<file path="config.mk">
export PLATFORM = sky130hd
export DESIGN_NAME = univ_shift_reg_flat
export DESIGN_NICKNAME = d
export VERILOG_FILES = /design/src/rtl/univ_shift_pkg.sv /design/src/rtl/univ_shift_reg_if.sv /design/src/rtl/usr_next_val.sv /design/src/rtl/univ_shift_reg.sv /design/src/flat_wrapper.sv
export SDC_FILE = /design/constraint.sdc
export NUM_CORES = 1
export LEC_CHECK = 0
export ABC_AREA = 1
export CORE_ASPECT_RATIO = 1.5
export CORE_UTILIZATION = 55
export CTS_BUF_LIST = sky130_fd_sc_hd__clkbuf_8
export DETAILED_ROUTE_END_ITERATION = 8
export PLACE_DENSITY = 0.87
export SETUP_SLACK_MARGIN = 0.3
export SYNTH_ARGS = -nofsm -noshare
export SYNTH_HDL_FRONTEND = slang
export SYNTH_HIERARCHICAL = 1
export SYNTH_SLANG_ARGS = --single-unit
</file>
<file path="constraint.sdc">
create_clock -name clk -period 4.3 [get_ports clk]
set_clock_uncertainty 0.05 [all_clocks]
set_input_delay 0.86 -clock clk [delete_from_list [all_inputs] [get_ports clk]]
set_output_delay 0.86 -clock clk [all_outputs]
set_load 0.02 [all_outputs]
</file>
<file path="src/rtl/univ_shift_pkg.sv">
// Package shared by the universal shift register slice.
// Holds the 3-bit operation encoding, the burst FSM states and a helper
// that tells which operations may run as a multi-step burst.
package univ_shift_pkg;

  typedef enum logic [2:0] {
    MODE_HOLD  = 3'b000,
    MODE_SHL   = 3'b001,
    MODE_SHR   = 3'b010,
    MODE_ROL   = 3'b011,
    MODE_ROR   = 3'b100,
    MODE_ASR   = 3'b101,
    MODE_LOAD  = 3'b110,
    MODE_CLEAR = 3'b111
  } mode_e;

  typedef enum logic [1:0] {
    ST_IDLE = 2'd0,
    ST_RUN  = 2'd1,
    ST_DONE = 2'd2
  } state_e;

  // Only the five shift/rotate operations make sense repeated as a burst;
  // HOLD, LOAD and CLEAR with start raised degrade to a single step.
  function automatic logic is_burst_mode(input mode_e m);
    return (m == MODE_SHL) || (m == MODE_SHR) || (m == MODE_ROL) ||
           (m == MODE_ROR) || (m == MODE_ASR);
  endfunction

endpackage

</file>
<file path="src/rtl/univ_shift_reg_if.sv">
// Bus bundle for univ_shift_reg.
// master: drives en, mode, serial inputs, par_in, start, shift_cnt and
//         observes q, serial outputs, busy and done.
// slave : the register itself (the mirror image of master).
interface univ_shift_reg_if
  import univ_shift_pkg::*;
#(
  parameter int WIDTH = 8,
  parameter int CNT_W = 4
);

  logic             en;
  mode_e            mode;
  logic             ser_in_l;
  logic             ser_in_r;
  logic [WIDTH-1:0] par_in;
  logic             start;
  logic [CNT_W-1:0] shift_cnt;
  logic [WIDTH-1:0] q;
  logic             ser_out_l;
  logic             ser_out_r;
  logic             busy;
  logic             done;

  modport master (
    output en, mode, ser_in_l, ser_in_r, par_in, start, shift_cnt,
    input  q, ser_out_l, ser_out_r, busy, done
  );

  modport slave (
    input  en, mode, ser_in_l, ser_in_r, par_in, start, shift_cnt,
    output q, ser_out_l, ser_out_r, busy, done
  );

endinterface

</file>
<file path="src/rtl/usr_next_val.sv">
// Purely combinational next-value function of the shift register.
// Ports: q (current value), mode (operation), ser_in_l (bit entering the
// MSB on right shifts), ser_in_r (bit entering the LSB on left shifts),
// par_in (load data) -> next_q (value after one application of mode).
module usr_next_val
  import univ_shift_pkg::*;
#(
  parameter int WIDTH = 8
) (
  input  logic [WIDTH-1:0] q,
  input  mode_e            mode,
  input  logic             ser_in_l,
  input  logic             ser_in_r,
  input  logic [WIDTH-1:0] par_in,
  output logic [WIDTH-1:0] next_q
);

  always_comb begin
    next_q = q;
    case (mode)
      MODE_HOLD:  next_q = q;
      MODE_SHL:   next_q = {q[WIDTH-2:0], ser_in_r};
      MODE_SHR:   next_q = {ser_in_l, q[WIDTH-1:1]};
      MODE_ROL:   next_q = {q[WIDTH-2:0], q[WIDTH-1]};
      MODE_ROR:   next_q = {q[0], q[WIDTH-1:1]};
      MODE_ASR:   next_q = {q[WIDTH-1], q[WIDTH-1:1]};
      MODE_LOAD:  next_q = par_in;
      MODE_CLEAR: next_q = '0;
      default:    next_q = q;
    endcase
  end

endmodule

</file>
<file path="src/rtl/univ_shift_reg.sv">
// Universal shift register with single-step and counted-burst operation.
// Ports: clk (rising-edge clock), rst (synchronous active-high reset),
// bus (univ_shift_reg_if.slave): en stalls everything when low; mode picks
// the operation; start + shift_cnt request a burst of shift/rotate steps;
// q is the register, ser_out_l/ser_out_r its MSB/LSB; busy is high while a
// burst runs and done pulses for one cycle when a burst completes.
module univ_shift_reg
  import univ_shift_pkg::*;
#(
  parameter int WIDTH = 8,
  parameter int CNT_W = 4
) (
  input  logic          clk,
  input  logic          rst,
  univ_shift_reg_if.slave bus
);

  state_e           state_q, state_d;
  logic [CNT_W-1:0] rem_q, rem_d;
  mode_e            mode_lat_q, mode_lat_d;
  logic [WIDTH-1:0] q_q, q_d;

  mode_e            sel_mode;
  logic [WIDTH-1:0] next_q;

  // During a burst the latched mode drives the datapath so that mode
  // changes on the bus cannot disturb it; otherwise the live mode is used.
  assign sel_mode = (state_q == ST_RUN) ? mode_lat_q : bus.mode;

  usr_next_val #(
    .WIDTH (WIDTH)
  ) u_next_val (
    .q        (q_q),
    .mode     (sel_mode),
    .ser_in_l (bus.ser_in_l),
    .ser_in_r (bus.ser_in_r),
    .par_in   (bus.par_in),
    .next_q   (next_q)
  );

  // Next-state logic. In IDLE a burst start only latches mode and count;
  // q is not touched on that edge. A zero count skips RUN entirely.
  always_comb begin
    state_d    = state_q;
    rem_d      = rem_q;
    mode_lat_d = mode_lat_q;
    q_d        = q_q;
    case (state_q)
      ST_IDLE: begin
        if (bus.en) begin
          if (bus.start && is_burst_mode(bus.mode)) begin
            mode_lat_d = bus.mode;
            rem_d      = bus.shift_cnt;
            state_d    = (bus.shift_cnt == '0) ? ST_DONE : ST_RUN;
          end else begin
            q_d = next_q;
          end
        end
      end
      ST_RUN: begin
        if (bus.en) begin
          q_d   = next_q;
          rem_d = rem_q - CNT_W'(1);
          if (rem_q == CNT_W'(1)) begin
            state_d = ST_DONE;
          end
        end
      end
      ST_DONE: begin
        rem_d   = '0;
        state_d = ST_IDLE;
      end
      default: begin
        state_d = ST_IDLE;
      end
    endcase
  end

  // State register; reset wins over everything and aborts a burst.
  always_ff @(posedge clk) begin
    if (rst) begin
      state_q    <= ST_IDLE;
      rem_q      <= '0;
      mode_lat_q <= MODE_HOLD;
      q_q        <= '0;
    end else begin
      state_q    <= state_d;
      rem_q      <= rem_d;
      mode_lat_q <= mode_lat_d;
      q_q        <= q_d;
    end
  end

  assign bus.q         = q_q;
  assign bus.ser_out_l = q_q[WIDTH-1];
  assign bus.ser_out_r = q_q[0];
  assign bus.busy      = (state_q == ST_RUN);
  assign bus.done      = (state_q == ST_DONE);

endmodule

</file>
<file path="src/flat_wrapper.sv">
// flat-port wrapper written by rule: the top's interface ports become plain ports
module univ_shift_reg_flat import univ_shift_pkg::*;
#(
  parameter int WIDTH = 8,
  parameter int CNT_W = 4
)
  (clk, rst, bus_en, bus_mode, bus_ser_in_l, bus_ser_in_r, bus_par_in, bus_start, bus_shift_cnt, bus_q, bus_ser_out_l, bus_ser_out_r, bus_busy, bus_done);
  univ_shift_reg_if #(.WIDTH(WIDTH), .CNT_W(CNT_W)) bus_i ();
  input  logic clk;
  input  logic rst;
  input wire logic [$bits(bus_i.en)-1:0] bus_en;
  input wire logic [$bits(bus_i.mode)-1:0] bus_mode;
  input wire logic [$bits(bus_i.ser_in_l)-1:0] bus_ser_in_l;
  input wire logic [$bits(bus_i.ser_in_r)-1:0] bus_ser_in_r;
  input wire logic [$bits(bus_i.par_in)-1:0] bus_par_in;
  input wire logic [$bits(bus_i.start)-1:0] bus_start;
  input wire logic [$bits(bus_i.shift_cnt)-1:0] bus_shift_cnt;
  output wire logic [$bits(bus_i.q)-1:0] bus_q;
  output wire logic [$bits(bus_i.ser_out_l)-1:0] bus_ser_out_l;
  output wire logic [$bits(bus_i.ser_out_r)-1:0] bus_ser_out_r;
  output wire logic [$bits(bus_i.busy)-1:0] bus_busy;
  output wire logic [$bits(bus_i.done)-1:0] bus_done;
  assign bus_i.en = bus_en;
  assign bus_i.mode = bus_mode;
  assign bus_i.ser_in_l = bus_ser_in_l;
  assign bus_i.ser_in_r = bus_ser_in_r;
  assign bus_i.par_in = bus_par_in;
  assign bus_i.start = bus_start;
  assign bus_i.shift_cnt = bus_shift_cnt;
  assign bus_q = bus_i.q;
  assign bus_ser_out_l = bus_i.ser_out_l;
  assign bus_ser_out_r = bus_i.ser_out_r;
  assign bus_busy = bus_i.busy;
  assign bus_done = bus_i.done;
  univ_shift_reg #(.WIDTH(WIDTH), .CNT_W(CNT_W)) u_core (.clk(clk), .rst(rst), .bus(bus_i));
endmodule
</file>
==> impl_metrics.env, run 1 <==
export IMPL_status="complete, no violations"
export IMPL_post_cts_resized=0
export IMPL_via_per_inst=5.23
export IMPL_yosys_area_share_simple_pct=45.2
export IMPL_finalCriticalPeriod_ps=2830
export IMPL_worstPathRequired_ps=4430
export IMPL_ys_top_cells_by_area="dfxtp_1 24%, nor2_1 16%, nand2_1 13%"
export IMPL_cp_top_family="buffers and inverters"
export IMPL_clock_sinks=17
export IMPL_setup_worst_path_start_class="input port"
export IMPL_synthCells=240
export IMPL_grt_pass1_vias=1380
export IMPL_dieHeight_microns=63.6
export IMPL_worstHoldStart="u_core/mode_lat_q[1]$_SDFFE_PP0P_"
export IMPL_p_leak_nw=0.861
export IMPL_synth_nets=266
export IMPL_critPathSlowestCell="o21ai_0"
export IMPL_grt_overflow=0
export IMPL_reg2reg_depth=11
export IMPL_worstPathArrival_ps=2970
export IMPL_finalWirelength_microns=3100
export IMPL_r2r_start="u_core/state_q[1]$_SDFFE_PP0P_"
export IMPL_floorplan_initialDensity_pct=57.4
export IMPL_cpPeakStageDelay_ps=570
export IMPL_post_route_util_pct=72.0
export IMPL_synth_top_cell_area_share_pct=24.5
export IMPL_antenna_found_initial=0
export IMPL_syn_area_sq_mm=0.00139
export IMPL_yosys_register_bits=17
export IMPL_numCtsBuffers=3
export IMPL_max_freq_ghz=0.353
export IMPL_period_share_pct=65.9
export IMPL_slew_headroom_pct=51.8
export IMPL_dr_pass1_iters=4
export IMPL_place_congestion=0.883
export IMPL_synth_compound_area_share_pct=11.2
export IMPL_crit_buf_inv=4
export IMPL_hold_path_depth=2
export IMPL_cp_max_fo=13
export IMPL_tritoncts="done"
export IMPL_grtUsageTotal_pct=24.5
export IMPL_wl_per_cell_microns=10.5
export IMPL_num_antenna_cells=0
export IMPL_ios=33
export IMPL_via_count=1539
export IMPL_yosys_warnings=6
export IMPL_clock_path_buffers=2
export IMPL_synth_xor_area_share_pct=0
export IMPL_critical_path_class="in -> reg"
export IMPL_vdd_drop_max_v=0.000269
export IMPL_hold_buffers=0
export IMPL_synthToLayoutAreaGrowth_pct=25.4
export IMPL_clk_pin_slew_ps=60
export IMPL_synth_top_family_by_area="simple AND/OR/NAND/NOR gates"
export IMPL_grt_max_degree=15
export IMPL_drcViolationCount=0
export IMPL_yosysSeqAreaShare_pct=24.5
export IMPL_post_cts_buffers=0
export IMPL_crit_chain="clkdlybuf4s50_1, inv_1, o21ai_0, inv_2, nor2_4, inv_2, nand2_4, nand2_1, a21oi_1, o21ai_0, nor2_1"
export IMPL_coreArea_sq_mm=0.00242
export IMPL_multi_input_area_sq_um=846
export IMPL_syn_avg_cell_area_sq_um=5.79
export IMPL_grt_pass1_wl_microns=5350
export IMPL_die_area_sq_mm=0.00274
export IMPL_finalSetupViolations=0
export IMPL_place_hpwl_microns=2450
export IMPL_r2r_end="u_core/bus.q[4]$_SDFFE_PP0P_"
export IMPL_fin_tns_setup_ps=0
export IMPL_ff_latch_area_sq_um=340
export IMPL_p_per_area_mw_per_mm2=372
export IMPL_synth_mux_area_share_pct=0
export IMPL_rows=22
export IMPL_worstHoldPathType="reg -> reg"
export IMPL_final_hold_viol_count=0
export IMPL_nNetsFinal=297
export IMPL_yosys_area_share_adder_pct=4.50
export IMPL_slew_violations=0
export IMPL_clock_latency_ps=240
export IMPL_rsz0062_at_grt="false"
export IMPL_ys_types=25
export IMPL_antenna_left=0
export IMPL_drive_gt1_share_pct=8.52
export IMPL_drt_iter0_markers=41
export IMPL_cap_violations=0
export IMPL_endpoint_kind="flip-flop"
export IMPL_port_buffer_count=32
export IMPL_worstHoldEndpoint="u_core/mode_lat_q[1]$_SDFFE_PP0P_"
export IMPL_reg2reg_slack_ps=1830
export IMPL_fillerInstances=232
export IMPL_tightest_slew_ps=716
export IMPL_synth_top_area_cell="dfxtp_1"
export IMPL_htreeDepth=1
export IMPL_die_w_microns=43.1
export IMPL_clockRootBuffer="clkbuf_8"
==> worst register-to-register path, cell delays in order, from the launching register on <==
cell,delay (ps)
dfxtp_1,350
inv_1,70
ha_1,320
o21ai_0,640
inv_2,260
nor2_4,160
inv_2,50
nand2_4,80
nand2_1,60
a21oi_1,160
o21ai_0,100
nor2_1,100
==> cells in the final DEF, fill, tap and decap left out, drive strengths merged <==
cell	count
a21oi	12
a31oi	1
and2	1
buf	2
clkbuf	3
clkdlybuf4s50	32
clkinv	1
dfxtp	17
ha	5
inv	38
nand2	51
nand3	21
nand4	9
nor2	60
o21ai	15
o22ai	1
or2	1
==> logic make-up after synthesis <==
family          count (synthesis)
simple gates                  143
fa+ha+maj                       5
flops                          17
compound gates                 29
buf+inv                        46
==> state kept, by name (all words and copies together) (netlist names) <==
register and cells:
u_core/bus.q 8, u_core/state_q 2, u_core/mode_lat_q 3, u_core/rem_q 4
==> Yosys cell counts, drive strengths merged <==
cell / instances
a21oi: 12
ha: 5
or2: 1
inv: 38
o21ai: 15
dfxtp: 17
nand3: 21
a31oi: 1
buf: 7
nor2: 60
and2: 1
clkbuf: 1
nand2: 51
o22ai: 1
nand4: 9
==> through the flow <==
step / cells / setup slack (ps) / hold WS, ps / power [mW] / area (sq um)
4_1_cts: 294 / 1500 / 421 / 0.652 / 1740
3_5_place_dp: 290 / 1240 / 410 / 0.534 / 1700
6_report: 294 / 1470 / 430 / 0.649 / 1740
2_1_floorplan: 240 / 2040 / 390 / 0.446 / 1390
5_1_grt: 294 / 1310 / 456 / 0.703 / 1740
3_3_place_gp: 290 / 1310 / 410 / 0.529 / 1700
==> metal layers <==
metal  global-route usage [%]  wire (microns)  up-vias
met5                        0               0        -
met4                     10.2              55        0
met3                    0.860              68        8
met2                     47.9            1690       29
met1                     25.8            1280      691
li1                         -               -      811
==> report_power, final <==
part | internal [mW] | leakage [nW] | switching [mW]
logic | 0.130 | 0.696 | 0.195
clock network | 0.0641 | 0.0255 | 0.0502
registers | 0.183 | 0.140 | 0.0265
==> how the worst max path moves through the flow <==
stage / startpoint / end / slack, ps / cells past startpoint
after global placement: bus_mode[2] / u_core/bus.q[4]$_SDFFE_PP0P_ / 1310 / 11
after global routing: bus_mode[2] / u_core/bus.q[4]$_SDFFE_PP0P_ / 1310 / 11
after floorplan: bus_mode[2] / u_core/bus.q[3]$_SDFFE_PP0P_ / 2040 / 10
final: bus_mode[2] / u_core/bus.q[4]$_SDFFE_PP0P_ / 1470 / 11
after detailed placement: bus_mode[2] / u_core/bus.q[4]$_SDFFE_PP0P_ / 1240 / 11
after CTS: bus_mode[2] / u_core/bus.q[4]$_SDFFE_PP0P_ / 1500 / 11
==> final cells by class <==
cell class	count	area share, %
Tap cell	24	1.72
Sequential cell	17	19.5
Clock buffer	3	2.37
Timing Repair Buffer	34	19.2
Inverter	38	8.33
Clock inverter	1	0.287
Multi-Input combinational cell	177	48.5
Note: power is estimated with default switching activity, not from simulation.
==> inputs of run 2 (changes only) <==
CORE_UTILIZATION = 51   (was 55)
PLACE_DENSITY = 0.82   (was 0.87)
clock period = 2.8 ns   (was 4.3 ns; I/O delays follow)
==> impl_metrics.env, run 2 (same netlist as run 1, synthesis figures left out) <==
export IMPL_grt_overflow=0
export IMPL_cap_violations=0
export IMPL_finalCriticalPeriod_ps=2310
export IMPL_worstPathArrival_ps=1700
export IMPL_slew_violations=0
export IMPL_critPathLaunch="u_core/state_q[1]$_SDFFE_PP0P_"
export IMPL_endpoint_kind="output port"
export IMPL_final_hold_viol_count=0
export IMPL_worstHoldStart="u_core/mode_lat_q[1]$_SDFFE_PP0P_"
export IMPL_drt_iter0_markers=61
export IMPL_finalWirelength_microns=3060
export IMPL_place_hpwl_microns=2390
export IMPL_clk_pin_slew_ps=60
export IMPL_slew_headroom_pct=74.3
export IMPL_tightest_slew_ps=385
export IMPL_die_area_sq_mm=0.00294
export IMPL_floorplan_initialDensity_pct=55.5
export IMPL_vdd_drop_max_v=0.000391
export IMPL_antenna_found_initial=0
export IMPL_post_cts_buffers=0
export IMPL_switching_share_pct=41.6
export IMPL_fin_tns_setup_ps=0
export IMPL_post_dp_cell_area_sq_mm=0.00173
export IMPL_p_clk_share_pct=17.9
export IMPL_via_per_inst=4.90
export IMPL_status="complete, no violations"
export IMPL_dr_pass1_iters=4
export IMPL_max_freq_ghz=0.433
export IMPL_critical_path_class="reg -> out"
export IMPL_pre_cts_ws_ps=342
export IMPL_seq_power_share_pct=32.2
export IMPL_port_buffer_count=32
export IMPL_top_layer="met4"
export IMPL_nNetsFinal=298
export IMPL_clockRootBuffer="clkbuf_8"
export IMPL_p_per_area_mw_per_mm2=567
export IMPL_routed_wl_met2_microns=1610
export IMPL_finalSetupViolations=0
export IMPL_met3WireLength_microns=106
export IMPL_grt_pass1_vias=1363
export IMPL_hold_buffers=0
export IMPL_layout_commonest_cell="nor2_1"
export IMPL_antenna_left=0
export IMPL_htreeDepth=1
export IMPL_wl_per_cell_microns=9.95
export IMPL_place_congestion=0.864
export IMPL_crit_chain="inv_1, ha_1, clkdlybuf4s50_1"
export IMPL_r2r_start="u_core/state_q[1]$_SDFFE_PP0P_"
export IMPL_synthToLayoutAreaGrowth_pct=27.9
export IMPL_grtUsageTotal_pct=23.8
export IMPL_p_sw_uw=419
export IMPL_clock_path_buffers=2
export IMPL_cp_max_fo=11
export IMPL_setup_ws_ps=490
export IMPL_tritoncts="done"
export IMPL_grt_pass1_wl_microns=5430
export IMPL_hold_ws_ps=425
export IMPL_setup_worst_path_start_class="flip-flop"
export IMPL_cpPeakStageDelay_ps=680
export IMPL_clock_latency_ps=250
export IMPL_period_share_pct=82.5
export IMPL_worstPathRequired_ps=2190
export IMPL_comb_power_share_pct=49.9
export IMPL_post_route_util_pct=71.0
export IMPL_p_leak_nw=0.870
export IMPL_die_w_microns=44.6
export IMPL_m1WireLength_microns=1300
export IMPL_grt_max_degree=15
export IMPL_coreArea_sq_mm=0.00250
export IMPL_rsz0062_at_grt="false"
export IMPL_clock_sinks=17
export IMPL_ios=33
export IMPL_rows=22
export IMPL_dieHeight_microns=65.9
export IMPL_largest_register_ff_count=8
export IMPL_drive_gt1_share_pct=8.86
export IMPL_stdcell_area_sq_mm=0.00178
export IMPL_worstHoldPathType="reg -> reg"
export IMPL_layout_common_cells="59 x nor2_1, 47 x nand2_1, 32 x clkdlybuf4s50_1, 32 x inv_1, 18 x nand3_1"
export IMPL_num_antenna_cells=0
export IMPL_post_cts_resized=0
export IMPL_drcViolationCount=0
export IMPL_numCtsBuffers=3
export IMPL_p_int_uw=588
export IMPL_via_count=1503
export IMPL_critPathSlowestCell="clkdlybuf4s50_1"
run 2: cell count changes in the layout (fill, tap and decap cells not counted), sizes merged:
cell,change
buf,+1
run 2: layout make-up:
type | instances | area (sq um)
inverters | 38 | 145
flip-flops and latches | 17 | 340
clock buffers | 3 | 41.3
clock inverters | 1 | 5.00
multi-input cells | 177 | 846
repair buffers | 35 | 355
well taps | 36 | 45.0
fillers | 241 | 727
run 2: through the flow:
stage | instances | total power [mW]
6_report | 307 | 1.01
2_1_floorplan | 240 | 0.684
3_3_place_gp | 303 | 0.827
4_1_cts | 307 | 1.01
5_1_grt | 307 | 1.10
3_5_place_dp | 303 | 0.831
run 2: path summary, 6_finish.rpt:
path	endpoint	slack, ps	cells past startpoint
min	u_core/mode_lat_q[1]$_SDFFE_PP0P_	420	2
min reg2reg	u_core/mode_lat_q[1]$_SDFFE_PP0P_	420	2
max reg2reg	u_core/bus.q[4]$_SDFFE_PP0P_	660	11
max	bus_busy	490	3
run 2: power groups by stage:
stage,logic [mW],clock network (mW),registers (mW)
after floorplan,0.342,0,0.342
after global placement,0.498,0,0.329
after detailed placement,0.501,0,0.330
after CTS,0.504,0.186,0.325
after global routing,0.569,0.196,0.330
final,0.503,0.180,0.325
run 2: worst max-delay path: cells and delay by family, from the launching register on:
kind | cells | cell delay (ps)
buf+inv | 2 | 760
fa+ha+maj | 1 | 370
flops | 1 | 330
run 2: metal layers:
metal  global-route usage (%)  vias to the layer above
met5                        0                        -
met4                     7.95                        0
met3                     2.46                        4
met2                     45.4                       33
met1                     26.1                      651
li1                         -                      815
